<file path="src/rtl/quad_lo_pkg.sv">
// -----------------------------------------------------------------------------
// quad_lo_pkg
// Shared types and constants for the quadrature LO sequencer.
//   - lo_state_e  : control FSM encoding (IDLE / RUN / PEND)
//   - PH0..PH3    : phase indices of the divide-by-4 I/Q scheme
//   - *_MASK      : per-phase output patterns, bit n = level during phase n
//   - iq_decode   : returns {i, q} for a given phase and sideband select
// -----------------------------------------------------------------------------
package quad_lo_pkg;

    typedef enum logic [1:0] {
        IDLE = 2'd0,
        RUN  = 2'd1,
        PEND = 2'd2
    } lo_state_e;

    localparam logic [1:0] PH0 = 2'd0;
    localparam logic [1:0] PH1 = 2'd1;
    localparam logic [1:0] PH2 = 2'd2;
    localparam logic [1:0] PH3 = 2'd3;

    // Every pattern is low in at least one of the edge phases (0 or 3), so a
    // period boundary never falls inside a pulse on either output.
    localparam logic [3:0] I_MASK      = 4'b0110;
    localparam logic [3:0] Q_LAG_MASK  = 4'b1100;
    localparam logic [3:0] Q_LEAD_MASK = 4'b0011;

    function automatic logic [1:0] iq_decode(input logic [1:0] ph, input logic swap);
        logic q_bit;
        q_bit = swap ? Q_LEAD_MASK[ph] : Q_LAG_MASK[ph];
        return {I_MASK[ph], q_bit};
    endfunction

endpackage

</file>
<file path="src/rtl/quadrature_phase_gen.sv">
// -----------------------------------------------------------------------------
// quadrature_phase_gen
// Prescaler + 2-bit phase counter with registered I/Q decode.
// Ports:
//   clk        system clock, rising edge
//   rst        asynchronous active-low reset
//   div_eff    divide ratio currently in force (>= 1)
//   swap_next  sideband select that will be in force next cycle
//   run        generator is active next cycle
//   load       restart at phase 0 / prescaler 0 next cycle
//   phase      current phase index
//   boundary   last cycle of a full output period (tc in phase 3)
//   out_i      registered in-phase clock
//   out_q      registered quadrature clock
// -----------------------------------------------------------------------------
module quadrature_phase_gen
    import quad_lo_pkg::*;
#(
    parameter int DIV_W = 8
) (
    input  logic             clk,
    input  logic             rst,
    input  logic [DIV_W-1:0] div_eff,
    input  logic             swap_next,
    input  logic             run,
    input  logic             load,
    output logic [1:0]       phase,
    output logic             boundary,
    output logic             out_i,
    output logic             out_q
);

    logic [DIV_W-1:0] pre_q, pre_d;
    logic [1:0]       phase_q, phase_d;
    logic [1:0]       iq_q, iq_d;
    logic             tc;

    assign tc       = (pre_q == (div_eff - DIV_W'(1)));
    assign boundary = tc && (phase_q == PH3);

    always_comb begin
        pre_d   = pre_q;
        phase_d = phase_q;
        iq_d    = 2'b00;
        if (load || !run) begin
            pre_d   = '0;
            phase_d = PH0;
        end else if (tc) begin
            pre_d   = '0;
            phase_d = phase_q + 2'd1;
        end else begin
            pre_d   = pre_q + DIV_W'(1);
        end
        // Decode from the next phase so outputs change on the same edge as phase.
        if (run) begin
            iq_d = iq_decode(phase_d, swap_next);
        end
    end

    always_ff @(posedge clk or negedge rst) begin
        if (!rst) begin
            pre_q   <= '0;
            phase_q <= PH0;
            iq_q    <= 2'b00;
        end else begin
            pre_q   <= pre_d;
            phase_q <= phase_d;
            iq_q    <= iq_d;
        end
    end

    assign phase = phase_q;
    assign out_i = iq_q[1];
    assign out_q = iq_q[0];

endmodule

</file>
<file path="src/rtl/quadrature_lo_sequencer.sv">
// -----------------------------------------------------------------------------
// quadrature_lo_sequencer
// Glitch-free quadrature LO controller (divide-by-4 I/Q scheme). Settings
// arrive over a valid/ready handshake and take effect only in IDLE or at a
// full-period boundary, so out_i/out_q never produce runt pulses.
// Ports:
//   clk        system clock, rising edge
//   rst        asynchronous active-low reset
//   cfg_valid  configuration word valid
//   cfg_ready  configuration can be accepted (low while a change is pending)
//   cfg_div    divide ratio, 0 treated as 1; f_out = f_clk / (4 * div)
//   cfg_swap   0: Q lags I by 90 deg, 1: Q leads I by 90 deg
//   cfg_en     1: run, 0: stop at next boundary
//   out_i      in-phase clock (registered)
//   out_q      quadrature clock (registered)
//   running    high while generating
//   phase      current phase index 0..3
// -----------------------------------------------------------------------------
module quadrature_lo_sequencer
    import quad_lo_pkg::*;
#(
    parameter int DIV_W   = 8,
    parameter int RST_DIV = 1
) (
    input  logic             clk,
    input  logic             rst,
    input  logic             cfg_valid,
    output logic             cfg_ready,
    input  logic [DIV_W-1:0] cfg_div,
    input  logic             cfg_swap,
    input  logic             cfg_en,
    output logic             out_i,
    output logic             out_q,
    output logic             running,
    output logic [1:0]       phase
);

    function automatic logic [DIV_W-1:0] eff_div(input logic [DIV_W-1:0] d);
        return (d == '0) ? DIV_W'(1) : d;
    endfunction

    localparam logic [DIV_W-1:0] RST_DIV_EFF = eff_div(DIV_W'(RST_DIV));

    lo_state_e        state_q, state_d;
    logic [DIV_W-1:0] div_q, div_d;
    logic             swap_q, swap_d;
    logic [DIV_W-1:0] sh_div_q, sh_div_d;
    logic             sh_swap_q, sh_swap_d;
    logic             sh_en_q, sh_en_d;

    logic xfer;
    logic load;
    logic run;
    logic boundary;

    assign cfg_ready = (state_q != PEND);
    assign xfer      = cfg_valid && cfg_ready;
    assign running   = (state_q != IDLE);

    always_comb begin
        state_d   = state_q;
        div_d     = div_q;
        swap_d    = swap_q;
        sh_div_d  = sh_div_q;
        sh_swap_d = sh_swap_q;
        sh_en_d   = sh_en_q;
        load      = 1'b0;
        unique case (state_q)
            IDLE: begin
                if (xfer) begin
                    div_d  = eff_div(cfg_div);
                    swap_d = cfg_swap;
                    if (cfg_en) begin
                        state_d = RUN;
                        load    = 1'b1;
                    end
                end
            end
            RUN: begin
                // A boundary seen here is deliberately ignored: a word accepted
                // on a boundary cycle waits for the following one.
                if (xfer) begin
                    sh_div_d  = eff_div(cfg_div);
                    sh_swap_d = cfg_swap;
                    sh_en_d   = cfg_en;
                    state_d   = PEND;
                end
            end
            PEND: begin
                if (boundary) begin
                    div_d  = sh_div_q;
                    swap_d = sh_swap_q;
                    if (sh_en_q) begin
                        state_d = RUN;
                        load    = 1'b1;
                    end else begin
                        state_d = IDLE;
                    end
                end
            end
            default: state_d = IDLE;
        endcase
    end

    assign run = (state_d != IDLE);

    always_ff @(posedge clk or negedge rst) begin
        if (!rst) begin
            state_q   <= IDLE;
            div_q     <= RST_DIV_EFF;
            swap_q    <= 1'b0;
            sh_div_q  <= RST_DIV_EFF;
            sh_swap_q <= 1'b0;
            sh_en_q   <= 1'b0;
        end else begin
            state_q   <= state_d;
            div_q     <= div_d;
            swap_q    <= swap_d;
            sh_div_q  <= sh_div_d;
            sh_swap_q <= sh_swap_d;
            sh_en_q   <= sh_en_d;
        end
    end

    // Prescaler terminal count uses the ratio in force this cycle; the decode
    // uses the sideband that will be in force next cycle.
    quadrature_phase_gen #(
        .DIV_W(DIV_W)
    ) u_phase_gen (
        .clk       (clk),
        .rst       (rst),
        .div_eff   (div_q),
        .swap_next (swap_d),
        .run       (run),
        .load      (load),
        .phase     (phase),
        .boundary  (boundary),
        .out_i     (out_i),
        .out_q     (out_q)
    );

endmodule

</file>
<file path="config.mk">
export PLATFORM = sky130hd
export DESIGN_NAME = quadrature_lo_sequencer
export DESIGN_NICKNAME = d
export VERILOG_FILES = /design/src/rtl/quad_lo_pkg.sv /design/src/rtl/quadrature_phase_gen.sv /design/src/rtl/quadrature_lo_sequencer.sv
export SDC_FILE = /design/constraint.sdc
export NUM_CORES = 1
export LEC_CHECK = 0
export CAP_MARGIN = 40
export CORE_UTILIZATION = 39
export CTS_CLUSTER_DIAMETER = 150
export CTS_CLUSTER_SIZE = 30
export DETAILED_ROUTE_END_ITERATION = 6
export PLACE_DENSITY = 0.64
export SYNTH_ARGS = -nofsm -noshare
export SYNTH_HDL_FRONTEND = slang
export SYNTH_SLANG_ARGS = --single-unit
</file>
<file path="constraint.sdc">
create_clock -name clk -period 7.85 [get_ports clk]
set_input_delay 1.57 -clock clk [delete_from_list [all_inputs] [get_ports clk]]
set_output_delay 1.57 -clock clk [all_outputs]
set_load 0.02 [all_outputs]
</file>
==> results of run 1 <==
## worst reg2reg max path: stages (launching register included)
cell and delay [ns]:
dfstp_2 0.58, inv_1 0.07, ha_1 0.30, o21ba_1 0.20
a221oi_1 0.29, a41oi_1 0.12, nor3_4 0.50, a31oi_4 0.25
mux2_2 0.33
## registers in the layout (all words and copies together) (netlist names)
name and cells:
div_q 8, u_phase_gen.phase 2, sh_en_q 1, sh_swap_q 1, swap_q 1, u_phase_gen.iq_q 2
u_phase_gen.pre_q 8, sh_div_q 8, state_q 2
## worst paths after layout
| check | to | depth (start not counted) | from |
|---|---|---|---|
| max reg2reg | div_q[3] | 8 | div_q[0] |
| min in group asynchronous | div_q[1] | 2 | rst |
| max in group asynchronous | sh_div_q[0] | 2 | rst |
| min reg2reg | sh_div_q[0] | 2 | sh_div_q[0] |
| min | sh_div_q[0] | 2 | sh_div_q[0] |
| max | cfg_ready | 4 | state_q[1] |
## cells by family (layout without fill, tap and decap cells)
kind of cell / count (synthesis) / in the layout
fa+ha+maj: 3 / 3
simple gates: 78 / 78
flops: 33 / 33
mux: 19 / 19
buf+inv: 16 / 36
compound gates: 34 / 34
xor+xnor: 16 / 16
## synthesized netlist by cell type (5+ instances only)
library cell	count	area [um^2]
dfrtp_1	31	776
xor2_1	10	87.6
mux2i_1	5	50.1
o21ai_0	5	25.0
mux2_2	14	158
nor2_1	15	56.3
xnor2_1	6	52.6
nand2_1	27	101
nand3_1	8	40.0
inv_1	9	33.8
## cell type report
cell class | instances | area, um^2 | share of cell area [%]
tap | 67 | 83.8 | 3.66
timing repair buffer | 19 | 188 | 8.19
multi-input combinational | 150 | 1040 | 45.5
clock buffer | 7 | 86.3 | 3.77
inverter | 9 | 33.8 | 1.47
clock inverter | 1 | 30.0 | 1.31
sequential | 33 | 828 | 36.1
## power breakdown
| group | internal [W] | total (W) | leakage [nW] | switching [W] |
|---|---|---|---|---|
| clock | 0.000103 | 0.000164 | 0.0585 | 0.0000601 |
| combinational | 0.000156 | 0.000340 | 0.531 | 0.000184 |
| sequential | 0.000235 | 0.000299 | 0.417 | 0.0000642 |
| total | 0.000494 | 0.000802 | 1.01 | 0.000308 |
## per-layer routing
metal  wire [um]  global-route usage, %  vias to the layer above  share of wire [%]
li1            -                      -                      741                  -
met1        1920                   20.7                      694                 51
met3         102                   4.01                        8                2.7
met2        1690                   24.8                       18                 45
met4          70                   8.06                        0                1.9
met5           0                      0                        -                  0
## through the flow
stage	hold WS, ns	total power [W]
global route	0.516	0.000861
global placement	0.475	0.000636
floorplan	0.455	0.000556
finish	0.488	0.000802
CTS	0.490	0.000809
detailed placement	0.480	0.000642
==> reports/metrics.cfg, run 1 <==
[timing]
period_minus_slack_ns = 3.72
rsz0062_at_grt = false
slew_violations = 0
hold_viol = 0
max_freq_mhz = 269
tightest_slew_ns = 0.505
min_period_over_period_pct = 47.4
fin_ws_ns = 4.13
finalClockSkew_ns = 0.00486
slew_headroom_pct = 66.2
fin_setup_tns_ns = 0
setup_violations = 0

[yosys]
synthMuxAreaShare_pct = 10.7
synth_compound_area_share_pct = 13.8
ys.warnings.count = 0
synth_xor_area_share_pct = 7.21
synth_top_flop_cell = dfrtp_1
synth_edf_count = 0
synth_top_family_by_area = simple AND/OR/NAND/NOR gates
synthesis.area_um2 = 1940
ys_ff_latch = 33
yosysUniqueCellTypes = 50
syn_avg_cell_area_um2 = 9.76
ys_seq_area_share_pct = 42.6
syn_inst = 199
postSynth.asyncResetShare_pct = 100
synthSimpleGateAreaFrac_pct = 20.0
synth_adder_area_share_pct = 1.93
syn_nets = 215

[worst_setup_path]
cpLargestDelayFamily = buffers and inverters
critPathBufInv = 3
max_stage_delay_ns = 0.61
worstPathMaxFanout = 12
rrSetupSlack_ns = 5.11
critPathLaunchType = flip-flop
slowest_stage = clkdlybuf4s50_1
cp.required_ns = 6.28
cp_cell_sequence = inv_1 > nor2_1 > inv_1 > clkdlybuf4s50_1
cp-end-kind = primary output
crit_type = flip-flop to primary output
critPathArrivalTime_ns = 2.15
crit_path_frequent_cell = inv_1

[detailed_routing]
drtIter0Drc = 46
wire_per_inst_um = 13.2
via_per_inst = 5.11
dr.pass1.iters = 3
finalWirelength_mm = 3.78
drc = 0
vias = 1461
drtAntennaViolNets = 0

[placed_design]
placedCellCount = 278
dp_hpwl_mm = 2.77
placed_area_um2 = 2180
place_congestion = 0.923
dp_slack_ns = 4.44
io_buffers = 18

[finish]
design_area_um2 = 2290
mostFrequentLayoutCells = dfrtp_1 (31), nand2_1 (27), clkdlybuf4s50_1 (18)
fillers = 472
final_common_cell = dfrtp_1
area_growth_pct = 18.0
final_util_pct = 48.2
num-nets-final = 234
layout.cells.non_filler = 286
drive_gt1_share_pct = 15.1
n_antenna_cell = 0

[clocking]
cts_max_path_buffers = 2
cts_made_buffers = 5
cts_tree = done
holdBufCountCts = 0
clkSlewWorstSetupHoldPaths_ns = 0.06
cts_sinks = 33
ctsRootBufferMaster = clkbuf_8
ctsResizeCount = 0
clk_latency_ns = 0.28
post_cts_buffers = 0
cts.htree.levels = 2

[global_route]
grt_pass1_wl_mm = 6.35
grt_overflow = 0
grt_max_degree = 34
first_global_vias = 1370
antenna_found_initial = 0
grt_usage_pct = 16.0

[die]
die_x_um = 72.6
coreArea_um2 = 4750
ios = 19
start_util_pct = 40.9
rows = 25
die_y_um = 72.6
dieArea_um2 = 5270

[run_status]
status = completed

[power]
p_per_area_nw_per_um2 = 350
p_leak_nw = 1.01
ir_drop_v = 0.000219

[run]
cap_violations = 0

[min_path]
hold_class = flip-flop to flip-flop

Note: power is estimated with default switching activity, not from simulation.
==> run 2: changes to the inputs <==
--- a/config.mk
+++ b/config.mk
@@ -10,7 +10,7 @@
 export CTS_CLUSTER_DIAMETER = 150
 export CTS_CLUSTER_SIZE = 30
 export DETAILED_ROUTE_END_ITERATION = 6
-export PLACE_DENSITY = 0.64
+export PLACE_DENSITY = 0.66
 export SYNTH_ARGS = -nofsm -noshare
 export SYNTH_HDL_FRONTEND = slang
 export SYNTH_SLANG_ARGS = --single-unit
==> constraint.sdc (replaced) <==
create_clock -name clk -period 3.25 [get_ports clk]
set_input_delay 0.65 -clock clk [delete_from_list [all_inputs] [get_ports clk]]
set_output_delay 0.65 -clock clk [all_outputs]
set_load 0.02 [all_outputs]
==> reports/metrics.cfg, run 2 (same netlist as run 1, synthesis figures left out) <==
[timing]
finalClockSkew_ns = 0.00515
max_freq_mhz = 374
setup_violations = 0
fin_hold_ws_ns = 0.479
tightest_slew_ns = 0.511
slew_violations = 0
fin_setup_tns_ns = 0
min_period_over_period_pct = 82.2
fin_ws_ns = 0.578
period_minus_slack_ns = 2.67
hold_viol = 0
slew_headroom_pct = 65.6
rsz0062_at_grt = false

[worst_setup_path]
max_stage_delay_ns = 0.59
critPathLaunchType = flip-flop
slowest_stage = dfstp_2
critPathArrivalTime_ns = 2.85
cp-end-kind = flip-flop
worstReg2RegStart = div_q[0]
crit_type = flip-flop to flip-flop
rrSetupSlack_ns = 0.58
crit-reg2reg-capture = div_q[3]
reg2reg_depth = 8
worstPathMaxFanout = 10
cp.required_ns = 3.43
cp_cell_sequence = inv_1 > ha_1 > o21ba_1 > a221oi_1 > a41oi_1 > nor3_4 > a31oi_4 > mux2_2

[die]
dieArea_um2 = 5270
rows = 25
coreArea_um2 = 4750
die_y_um = 72.6
ios = 19
die_x_um = 72.6
start_util_pct = 40.9

[global_route]
first_global_vias = 1399
grt_overflow = 0
grt_pass1_wl_mm = 6.50
grt_max_degree = 34
antenna_found_initial = 0
grt_usage_pct = 16.3

[min_path]
hold-path-endpoint = sh_div_q[0]
hold_start = sh_div_q[0]
hold_class = flip-flop to flip-flop
whs_path_depth = 2

[detailed_routing]
wire_per_inst_um = 13.4
drtAntennaViolNets = 0
vias = 1521
drtIter0Drc = 69
dr.pass1.iters = 4
drc = 0
finalWirelength_mm = 3.86
via_per_inst = 5.30

[placed_design]
dp_hpwl_mm = 2.70
dp_slack_ns = 0.602
place_congestion = 0.840
io_buffers = 18

[finish]
final_util_pct = 48.3
area_growth_pct = 18.3
num-nets-final = 235
final_common_cell = dfrtp_1
reg.largest.list = div_q (8), sh_div_q (8), u_phase_gen.pre_q (8)
drive_gt1_share_pct = 15.9
n_antenna_cell = 0
mostFrequentLayoutCells = dfrtp_1 (31), nand2_1 (27), clkdlybuf4s50_1 (18)

[power]
p_leak_nw = 1.01
ir_drop_v = 0.000408
p_per_area_nw_per_um2 = 843

[clocking]
clk_latency_ns = 0.29
post_cts_buffers = 0
cts_tree = done
cts_sinks = 33
cts_max_path_buffers = 2
ctsResizeCount = 0
cts.htree.levels = 2
ctsRootBufferMaster = clkbuf_8
cts_made_buffers = 5
clkSlewWorstSetupHoldPaths_ns = 0.07
holdBufCountCts = 0

[run]
cap_violations = 0

[run_status]
status = completed

-- run 2: cell count changes in the layout (fill, tap and decap cells not counted), sizes merged --
cell      previous run  this run
clkinv               0         1
buf                  1         2
clkbuf               7         5
clkinvlp             0         1
-- run 2: worst max-delay path by stage --
stage,from,endpoint,cells after the start
finish,div_q[0],div_q[3],8
global route,div_q[0],div_q[7],8
CTS,div_q[0],div_q[3],8
detailed placement,div_q[0],div_q[3],8
global placement,div_q[0],div_q[2],8
floorplan,div_q[0],div_q[2],9
-- run 2: worst max-delay path, delay by kind of cell (launching register included) --
| kind | cells | cell delay [ns] |
|---|---|---|
| fa+ha+maj | 1 | 0.29 |
| compound gates | 4 | 0.82 |
| buf+inv | 1 | 0.08 |
| mux | 1 | 0.33 |
| simple gates | 1 | 0.45 |
| flops | 1 | 0.59 |
-- run 2: metrics by stage --
step           power, W  instances  area [um^2]
2_1_floorplan   0.00134        199         1940
3_3_place_gp    0.00154        279         2180
3_5_place_dp    0.00154        279         2180
4_1_cts         0.00195        287         2300
5_1_grt         0.00208        287         2300
6_report        0.00194        287         2300
-- run 2: per-layer routing --
| metal | global-route usage [%] | vias to the layer above | wire length (um) |
|---|---|---|---|
| met1 | 20.8 | 733 | 1840 |
| met5 | 0 | - | 0 |
| met4 | 7.19 | 0 | 68 |
| met3 | 4.14 | 5 | 159 |
| met2 | 26.1 | 39 | 1790 |
| li1 | - | 744 | - |
-- run 2: cell type report --
type	instances	area, um^2
fillers	467	2460
multi-input cells	150	1040
flip-flops and latches	33	828
repair buffers	20	195
well taps	67	83.8
clock buffers	5	68.8
clock inverters	3	46.3
inverters	9	33.8
-- run 2: report_power, final --
part / internal [W] / switching (W)
clock network: 0.000229 / 0.000166
registers: 0.000567 / 0.000152
logic: 0.000384 / 0.000440
==> run 3: changes to the inputs <==
--- a/config.mk
+++ b/config.mk
@@ -10,7 +10,7 @@
 export CTS_CLUSTER_DIAMETER = 150
 export CTS_CLUSTER_SIZE = 30
 export DETAILED_ROUTE_END_ITERATION = 6
-export PLACE_DENSITY = 0.66
+export PLACE_DENSITY = 0.64
 export SYNTH_ARGS = -nofsm -noshare
 export SYNTH_HDL_FRONTEND = slang
 export SYNTH_SLANG_ARGS = --single-unit
==> constraint.sdc (replaced) <==
create_clock -name clk -period 2.6 [get_ports clk]
set_input_delay 0.52 -clock clk [delete_from_list [all_inputs] [get_ports clk]]
set_output_delay 0.52 -clock clk [all_outputs]
set_load 0.02 [all_outputs]
==> reports/metrics.cfg, run 3 (same netlist as run 1, synthesis figures left out) <==
[detailed_routing]
finalWirelength_mm = 3.95
route.met3.wl_um = 122
drtAntennaViolNets = 0
vias = 1501
dr.pass1.iters = 4
drt-met1-wl_mm = 2.00
via_per_inst = 5.18
wire_per_inst_um = 13.6
drtIter0Drc = 64
routed.top_layer = met4
wl_met2_mm = 1.76
drc = 0

[finish]
multiInputGateArea_um2 = 1040
reg.largest.list = div_q (8), sh_div_q (8), u_phase_gen.pre_q (8)
drive_gt1_share_pct = 17.0
regArea_um2 = 828
num-nets-final = 238
mostFrequentLayoutCells = dfrtp_1 (31), nand2_1 (27), clkdlybuf4s50_1 (18)
area_growth_pct = 19.6
fillers = 465
n_antenna_cell = 0
final_common_cell = dfrtp_1

[timing]
fin_hold_ws_ns = 0.485
setup_violations = 0
tightest_slew_ns = 0.510
slew_headroom_pct = 65.7
slew_violations = 0
min_period_over_period_pct = 92.2
period_minus_slack_ns = 2.40
fin_setup_tns_ns = 0
rsz0062_at_grt = false
max_freq_mhz = 417
finalClockSkew_ns = 0.00602
hold_viol = 0

[clocking]
clk_latency_ns = 0.29
clkSlewWorstSetupHoldPaths_ns = 0.07
cts_max_path_buffers = 2
holdBufCountCts = 0
cts_sinks = 33
cts_tree = done
ctsResizeCount = 0
post_cts_buffers = 0
cts.htree.levels = 2
ctsRootBufferMaster = clkbuf_8
cts_made_buffers = 5

[run_status]
status = completed

[power]
p_leak_nw = 1.02
p_per_area_nw_per_um2 = 1070
power_w = 0.00249
ir_drop_v = 0.000429

[die]
rows = 25
die_x_um = 72.6
die_y_um = 72.6
start_util_pct = 40.9
coreArea_um2 = 4750
ios = 19
dieArea_um2 = 5270

[placed_design]
place_congestion = 0.895
dp_hpwl_mm = 2.80
io_buffers = 18

[worst_setup_path]
cp_cell_sequence = inv_1 > ha_2 > o21ba_1 > a221oi_1 > a41oi_1 > nor3_4 > a31oi_4 > mux2_2
slowest_stage = dfstp_2
cp-end-kind = flip-flop
max_stage_delay_ns = 0.58
critPathArrivalTime_ns = 2.57
critPathLaunchType = flip-flop
cp.required_ns = 2.78
crit_type = flip-flop to flip-flop
worstPathMaxFanout = 8

[min_path]
hold_class = flip-flop to flip-flop

[global_route]
grt_overflow = 0
grt_pass1_wl_mm = 6.93
grt_usage_pct = 17.3
grt_max_degree = 34
first_global_vias = 1428
antenna_found_initial = 0

[run]
cap_violations = 0

[run 3: cell count changes in the layout (fill, tap and decap cells not counted)]
| cell | change |
|---|---|
| buf_4 | +3 |
| clkbuf_1 | +1 |
| clkbuf_8 | +1 |
| clkinv_4 | -1 |
| clkinvlp_4 | -1 |
| ha_1 | -1 |
| ha_2 | +1 |
[run 3: final timing paths]
| check | end | slack [ns] | from | cells past startpoint |
|---|---|---|---|---|
| min reg2reg | sh_div_q[0] | 0.49 | sh_div_q[0] | 2 |
| max reg2reg | div_q[2] | 0.20 | div_q[0] | 8 |
| max | div_q[2] | 0.20 | div_q[0] | 8 |
| min in group asynchronous | u_phase_gen.pre_q[7] | 0.64 | rst | 2 |
| max in group asynchronous | sh_div_q[0] | 1.63 | rst | 2 |
| min | sh_div_q[0] | 0.49 | sh_div_q[0] | 2 |
[run 3: through the flow]
stage / area [um^2] / std cells / setup slack [ns] / utilization, %
after detailed placement: 2210 / 282 / 0.127 / 46.4
after global placement: 2210 / 282 / 0.197 / 46.4
after floorplan: 1940 / 199 / 0.141 / -
after global routing: 2320 / 290 / 0.0406 / 48.9
final: 2320 / 290 / 0.204 / 48.9
after CTS: 2320 / 290 / 0.0959 / 48.8
[run 3: cell type report]
| class | count | share of cell area (%) |
|---|---|---|
| Inverter | 9 | 1.45 |
| Multi-Input combinational cell | 150 | 44.9 |
| Sequential cell | 33 | 35.6 |
| Timing Repair Buffer | 23 | 9.36 |
| Tap cell | 67 | 3.61 |
| Clock buffer | 7 | 3.71 |
| Clock inverter | 1 | 1.29 |
[run 3: worst max-delay path, delay by kind of cell (launching register included)]
family | cells | cell delay [ns]
mux | 1 | 0.32
flops | 1 | 0.58
simple gates | 1 | 0.30
compound gates | 4 | 0.77
fa+ha+maj | 1 | 0.23
buf+inv | 1 | 0.07
[run 3: per-layer routing]
metal / vias up / track usage (%)
li1: 759 / -
met1: 710 / 24.6
met2: 25 / 25.2
met3: 7 / 3.73
met4: 0 / 7.84
met5: - / 0
[run 3: power by group]
group          switching, W  internal, W  total (W)
sequential         0.000197     0.000709   0.000905
clock              0.000195     0.000313   0.000508
combinational      0.000565     0.000512    0.00108
